==> config.mk <==
export PLATFORM = sky130hd
export DESIGN_NAME = pipo_load_arbiter
export DESIGN_NICKNAME = d
export VERILOG_FILES = /design/src/rtl/pipo_load_arbiter.sv
export SDC_FILE = /design/constraint.sdc
export NUM_CORES = 1
export LEC_CHECK = 0
export BUFFER_PORTS_ARGS = -buffer_cell sky130_fd_sc_hd__buf_4
export CORE_MARGIN = 4
export CORE_UTILIZATION = 30
export CTS_BUF_LIST = sky130_fd_sc_hd__clkbuf_8
export DETAILED_ROUTE_END_ITERATION = 10
export SLEW_MARGIN = 15
export SYNTH_ARGS = -nofsm -noshare
export SYNTH_HDL_FRONTEND = slang
export SYNTH_SLANG_ARGS = --single-unit
export TNS_END_PERCENT = 20
==> constraint.sdc <==
create_clock -name i_CLK -period 2 [get_ports i_CLK]
set_input_delay 0.2 -clock i_CLK [delete_from_list [all_inputs] [get_ports i_CLK]]
set_output_delay 0.2 -clock i_CLK [all_outputs]
set_load 0.1 [all_outputs]
==> src/rtl/pipo_load_arbiter.sv <==
// pipo_load_arbiter: round-robin arbiter that grants one requester at a time
// access to a shared parallel-load register. Each transaction is
// IDLE -> LOAD -> ACK -> GAP(HOLDOFF cycles) -> IDLE. Requests are only looked
// at in IDLE. The winner's data is captured at the grant edge, so later changes
// on i_DATA/i_REQ cannot disturb a load that is already in flight.
module pipo_load_arbiter #(
  parameter int N_REQ   = 4,
  parameter int W       = 8,
  parameter int HOLDOFF = 2
) (
  input  logic               i_CLK,
  input  logic               i_RST,
  input  logic [N_REQ-1:0]   i_REQ,
  input  logic [N_REQ*W-1:0] i_DATA,
  output logic [N_REQ-1:0]   o_GNT,
  output logic               o_LOAD,
  output logic [W-1:0]       o_DATA,
  output logic [N_REQ-1:0]   o_ACK,
  output logic               o_BUSY
);

  localparam int PW = (N_REQ > 1) ? $clog2(N_REQ) : 1;
  localparam logic [PW-1:0] LAST_IDX = PW'(N_REQ - 1);
  // GAP counts down from HOLDOFF-1 to 0, giving exactly HOLDOFF GAP cycles.
  localparam logic [3:0] CNT_INIT = (HOLDOFF > 0) ? 4'(HOLDOFF - 1) : 4'd0;

  typedef enum logic [1:0] {
    ST_IDLE = 2'd0,
    ST_LOAD = 2'd1,
    ST_ACK  = 2'd2,
    ST_GAP  = 2'd3
  } state_t;

  state_t             state_q, state_d;
  logic [N_REQ-1:0]   gnt_q, gnt_d;
  logic               load_q, load_d;
  logic [N_REQ-1:0]   ack_q, ack_d;
  logic [W-1:0]       data_q, data_d;
  logic               busy_q, busy_d;
  logic [PW-1:0]      ptr_q, ptr_d;
  logic [PW-1:0]      win_q, win_d;
  logic [3:0]         cnt_q, cnt_d;
  logic [PW-1:0]      pick_s;

  // First set request bit at or above ptr, wrapping from N_REQ-1 back to 0.
  function automatic logic [PW-1:0] rr_pick(input logic [N_REQ-1:0] req,
                                            input logic [PW-1:0]    ptr);
    logic [PW-1:0] pick;
    logic          found;
    int            idx;
    pick  = ptr;
    found = 1'b0;
    for (int i = 0; i < N_REQ; i++) begin
      idx = int'(ptr) + i;
      if (idx >= N_REQ) begin
        idx = idx - N_REQ;
      end
      if (!found && req[idx]) begin
        found = 1'b1;
        pick  = PW'(idx);
      end
    end
    return pick;
  endfunction

  // Next-state and next-output logic for the transaction FSM.
  always_comb begin
    state_d = state_q;
    gnt_d   = gnt_q;
    load_d  = 1'b0;
    ack_d   = '0;
    data_d  = data_q;
    busy_d  = 1'b1;
    ptr_d   = ptr_q;
    win_d   = win_q;
    cnt_d   = cnt_q;
    pick_s  = rr_pick(i_REQ, ptr_q);
    case (state_q)
      ST_IDLE: begin
        if (|i_REQ) begin
          win_d         = pick_s;
          gnt_d         = '0;
          gnt_d[pick_s] = 1'b1;
          data_d        = i_DATA[pick_s*W +: W];
          load_d        = 1'b1;
          state_d       = ST_LOAD;
        end else begin
          gnt_d  = '0;
          busy_d = 1'b0;
        end
      end
      ST_LOAD: begin
        // Grant and data are held; the ACK pulse goes to the current grantee.
        ack_d   = gnt_q;
        state_d = ST_ACK;
      end
      ST_ACK: begin
        gnt_d = '0;
        ptr_d = (win_q == LAST_IDX) ? '0 : (win_q + PW'(1));
        if (HOLDOFF > 0) begin
          state_d = ST_GAP;
          cnt_d   = CNT_INIT;
        end else begin
          state_d = ST_IDLE;
          busy_d  = 1'b0;
        end
      end
      ST_GAP: begin
        gnt_d = '0;
        if (cnt_q == 4'd0) begin
          state_d = ST_IDLE;
          busy_d  = 1'b0;
        end else begin
          cnt_d = cnt_q - 4'd1;
        end
      end
      default: begin
        state_d = ST_IDLE;
        gnt_d   = '0;
        busy_d  = 1'b0;
      end
    endcase
  end

  // State and output registers with synchronous reset taking priority.
  always_ff @(posedge i_CLK) begin
    if (i_RST) begin
      state_q <= ST_IDLE;
      gnt_q   <= '0;
      load_q  <= 1'b0;
      ack_q   <= '0;
      data_q  <= '0;
      busy_q  <= 1'b0;
      ptr_q   <= '0;
      win_q   <= '0;
      cnt_q   <= 4'd0;
    end else begin
      state_q <= state_d;
      gnt_q   <= gnt_d;
      load_q  <= load_d;
      ack_q   <= ack_d;
      data_q  <= data_d;
      busy_q  <= busy_d;
      ptr_q   <= ptr_d;
      win_q   <= win_d;
      cnt_q   <= cnt_d;
    end
  end

  assign o_GNT  = gnt_q;
  assign o_LOAD = load_q;
  assign o_ACK  = ack_q;
  assign o_DATA = data_q;
  assign o_BUSY = busy_q;

endmodule

### Word-level counts from Yosys, hierarchy flattened

Index checks and enable logic that the tools add are counted.
Widths: inputs -> output; s select.

* flip-flop bits (word level): 28
* output and inout bits: 18
* bits of input ports: 38

* bitwise operators: 2
* equal/unequal tests: 7
* add/sub/neg operators: 9
* multiplexer cells: 36
* shifts and indexed selects: 1
* reduce and logical (&&, ||, !) cells: 18
* $lt $le $gt $ge: 10

Operators by type and width (count)
* $lt 32x4->1 const B: 4
* $mux 32: 4
* $shiftx 32x6->8: 1
* $pmux 4 s2: 2
* $mux 1: 14
* $mux 2: 7
* $sub 3x3->4 const B: 3
* $ge 3x3->1 const B: 3
* $bmux 1 s2: 4
* $mux 4: 2
* $pmux 2 s4: 1
* $add 2x2->3 const B: 2
* $eq 2x2->1 const B: 3
* $ne 2x2->1 const B: 3
* $reduce_and 2->1: 3
* $reduce_or 2->1: 3
* $logic_and 1x1->1: 4
* $logic_not 4->1: 1
* $reduce_bool 2->1: 2
* $reduce_or 4->1: 1
* $sub 2x3->4 const B: 1
* $sub 4x1->4 const B: 1
* $add 2x1->3 const B: 1
* $ge 2x3->1 const B: 1
* 9 further kinds: 12

### Longest topological paths before layout

* depth after elaboration: 21
* mapped depth: 7
* depth with buffers taken out: 6

### Worst setup path after synthesis

OpenSTA, ideal clock, no wires.

* path type: flip-flop to flip-flop
* start point: register state_q[0]
* end point: register gnt_q[2], in the netlist o_GNT[2]
* slack: 394 ps
* arrival time: 1535 ps
* buffers on the path: 0
* cell stages (with the launch flop): 7
* library setup time: 71 ps
* period minus slack after synthesis: 1606 ps
* required time: 1929 ps
* cell sequence: dfxtp_1 > inv_1 > ha_1 > or4_1 > nor2_1 > nand2_1 > o21bai_1

* word-level cells in the longest chain between the ends: 3

RTL lines
* start: declaration: RTL line 34 `state_t state_q, state_d;`
* start signal: assignment: RTL line 138 `state_q <= state_d;`
* $eq 2x2->1: RTL line 78 `case (state_q)`
* $reduce_or 2->1 (no source line)
* $pmux 4 s2 or $reduce_bool 2->1 (tied branches)
* end signal: assignment: RTL line 139 `gnt_q <= gnt_d;`
* end: declaration: RTL line 35 `logic [N_REQ-1:0] gnt_q, gnt_d;`

Parallel ways exist; a longest one is shown, timed or not.
A chain may end at the register's enable or synchronous reset.

### Worst setup path in the final report

Ends and elaborated chain as after synthesis.

==> out/results.tsv <==
metric	value	unit
crit_chain	inv_1, ha_1, or4_1, nor2_1, nand2_1, o21bai_1	
synth_flop_cell	dfxtp_1	
cellLeakagePower	0.892	nW
final_cells	268	
fmax	0.564	GHz
finalSetupTns	0	ns
finalCritPeriodShare	88.6	%
muxShareOfSynthArea	14.1	%
core_area	4790	sq um
cts_setup_buffers	0	
setup_violations	0	
clk_path_buf_depth	2	
grt_pass1_wl	5780	um
synth_compound_area_share	17.2	%
syn_area	1500	sq um
critPathBufInv	1	
die_w	78.6	um
numCtsBuffers	3	
drive_gt1_share	38.3	%
hp-class	in -> reg	
synth_top_family_by_area	simple AND/OR/NAND/NOR gates	
drv_cap	0	
ys_warn_count	0	
grt_max_degree	23	
hold_viol_final	0	
ys_async_sr_fraction	0	%
worstPathArrival	1.98	ns
vdd_drop_max	765	uV
cts-hold-fix-buffers	0	
ant_nets	0	
critical_path_class	reg -> reg	
clock-sinks	28	
start_kind	register	
clk_latency	0.27	ns
max_stage_delay	0.56	ns
ys_seq_area_share	37.5	%
hpwlAfterDp	2620	um
synth_edf_count	0	
area_growth	35.6	%
synth.ff_latch_count	28	
drc_errors	0	
fill_cells	483	
htree_levels	1	
die_area	6180	sq um
critPathTopFamily	simple AND/OR/NAND/NOR gates	
grt_pass1_vias	1251	
synth_xor_area_share	1.17	%
cts_tree	done	
root_buffer	clkbuf_8	
dp_cells	264	
yosys.area_share.simple	18.6	%
syn_avg_cell_area	10.4	sq um
worst_path_max_delay_cell	or4_1	
routed_wl	3500	um
relSlewSlack	66.4	%
grt_antenna_before_repair	0	
grt_use_total	11.5	%
place_congestion	0.710	
syn_inst	144	
drtIter0Drc	43	
skew	0.00328	ns
num_rows	25	
p_per_area	1360	nW/um^2
clk_pin_slew	0.10	ns
synth_nets	190	
postLayoutCellArea	2030	sq um
cp-end-kind	register	
dieHeight	78.6	um
status	completed	
critPathMaxFanout	5	
vias_per_cell	4.67	
synth_cell_types	31	
io_pins	56	
final_nets	248	
drtPass1Iterations	4	
start_util	31.2	%
diodes	0	
total_power	2.75	mW
gr-total-overflow	0	
portBuffers	55	
synth_adder_area_share	6.69	%
rsz0062_at_grt	no	
finalCriticalPeriod	1.77	ns
worstMarginPinSlew	0.504	ns
num_vias	1252	
slew_violations	0	
ctsResizeCount	0	
worstPathRequired	2.21	ns
wl_per_cell	13.0	um
dpl_cell_area	1970	sq um
final_core_util	42.4	%
## worst paths after layout
kind / startpoint / endpoint / slack, ns / depth (start not counted)
min: i_DATA[14] / o_DATA[6]$_SDFFE_PP0P_ / 0.22 / 3
max reg2reg: state_q[0]$_SDFFE_PP0P_ / o_GNT[2]$_SDFFE_PP0P_ / 0.23 / 6
min reg2reg: o_GNT[1]$_SDFFE_PP0P_ / o_ACK[1]$_SDFF_PP0_ / 0.51 / 1
max: state_q[0]$_SDFFE_PP0P_ / o_GNT[2]$_SDFFE_PP0P_ / 0.23 / 6
## cells in the final DEF, fill, tap and decap left out, drive strengths merged
cell type / instances
buf: 59
dfxtp: 28
mux2i: 21
nor2: 14
nand3b: 8
o221ai: 8
ha: 8
nand2: 8
inv: 6
nor2b: 5
a21oi: 5
nor3: 5
clkbuf: 4
and2: 3
nand2b: 3
o21ai: 2
xor2: 2
a211oi: 2
o21bai: 2
o41ai: 2
o221a: 1
nor4: 1
a21boi: 1
or4: 1
a31o: 1
or3: 1
## cells in the mapped netlist, types with 2 or more instances
cell type	count	share of area (%)
dfxtp_1	28	37
mux2i_1	21	14
nor2_1	13	3.3
ha_1	8	6.7
nand3b_1	8	4.0
o221ai_2	8	8.0
nand2_1	7	1.8
inv_1	6	1.5
a21oi_1	5	1.7
nor2b_1	5	2.1
nor3_1	4	1.3
and2_1	3	1.3
buf_6	3	2.3
nand2b_1	3	1.3
a211oi_1	2	1.0
clkbuf_1	2	0.50
o21ai_1	2	0.67
o21bai_1	2	1.0
xor2_1	2	1.2
## through the flow
step,worst slack (ns),hold slack (ns)
after floorplan,0.394,0.296
after global placement,0.249,0.482
after detailed placement,0.242,0.487
after CTS,0.216,0.217
after global routing,0.0648,0.244
final,0.228,0.217
## sequential cells by signal (all words and copies together), names as in the netlist
name	count
cnt_q	4
o_ACK	4
o_BUSY	1
o_DATA	8
o_GNT	4
o_LOAD	1
ptr_q	2
state_q	2
win_q	2
## power by group
part | switching (mW) | internal (mW)
registers | 0.0968 | 0.703
clock network | 0.180 | 0.176
logic | 1.13 | 0.463
total | 1.41 | 1.34
## worst register-to-register path, delay by kind of cell (launching register included)
family                   cells  cell delay, ns
buffers and inverters        1            0.09
AO/OA/AOI/OAI                1            0.12
AND/OR/NAND/NOR              3            0.84
flip-flops                   1            0.39
adder cells (fa/ha/maj)      1            0.28
## per-layer routing
metal  wire [um]  vias to the layer above  global-route usage (%)  share of wire [%]
met5           0                        -                       0                  0
met4           7                        0                    2.62               0.20
met3         331                        2                    3.21                9.5
met2        1550                       45                    19.1                 44
met1        1610                      572                    14.8                 46
li1            -                      633                       -                  -
## cell families (layout without fill, tap and decap cells)
group	after synthesis	after routing
adders and majority gates	8	8
and+or+nand+nor	49	49
xor gates and xnor gates	2	2
DFF	28	28
muxes	21	21
buffers and inverters	12	69
AOI/OAI and AO/OA	24	24
## layout make-up
cell class	instances	area [sq um]	area share, %
multi-input cells	104	863	42.6
clock buffers	4	55.1	2.71
flip-flops and latches	28	561	27.6
repair buffers	59	443	21.8
well taps	67	83.8	4.13
inverters	6	22.5	1.11
No activity file was read; power rests on OpenSTA's default activity.
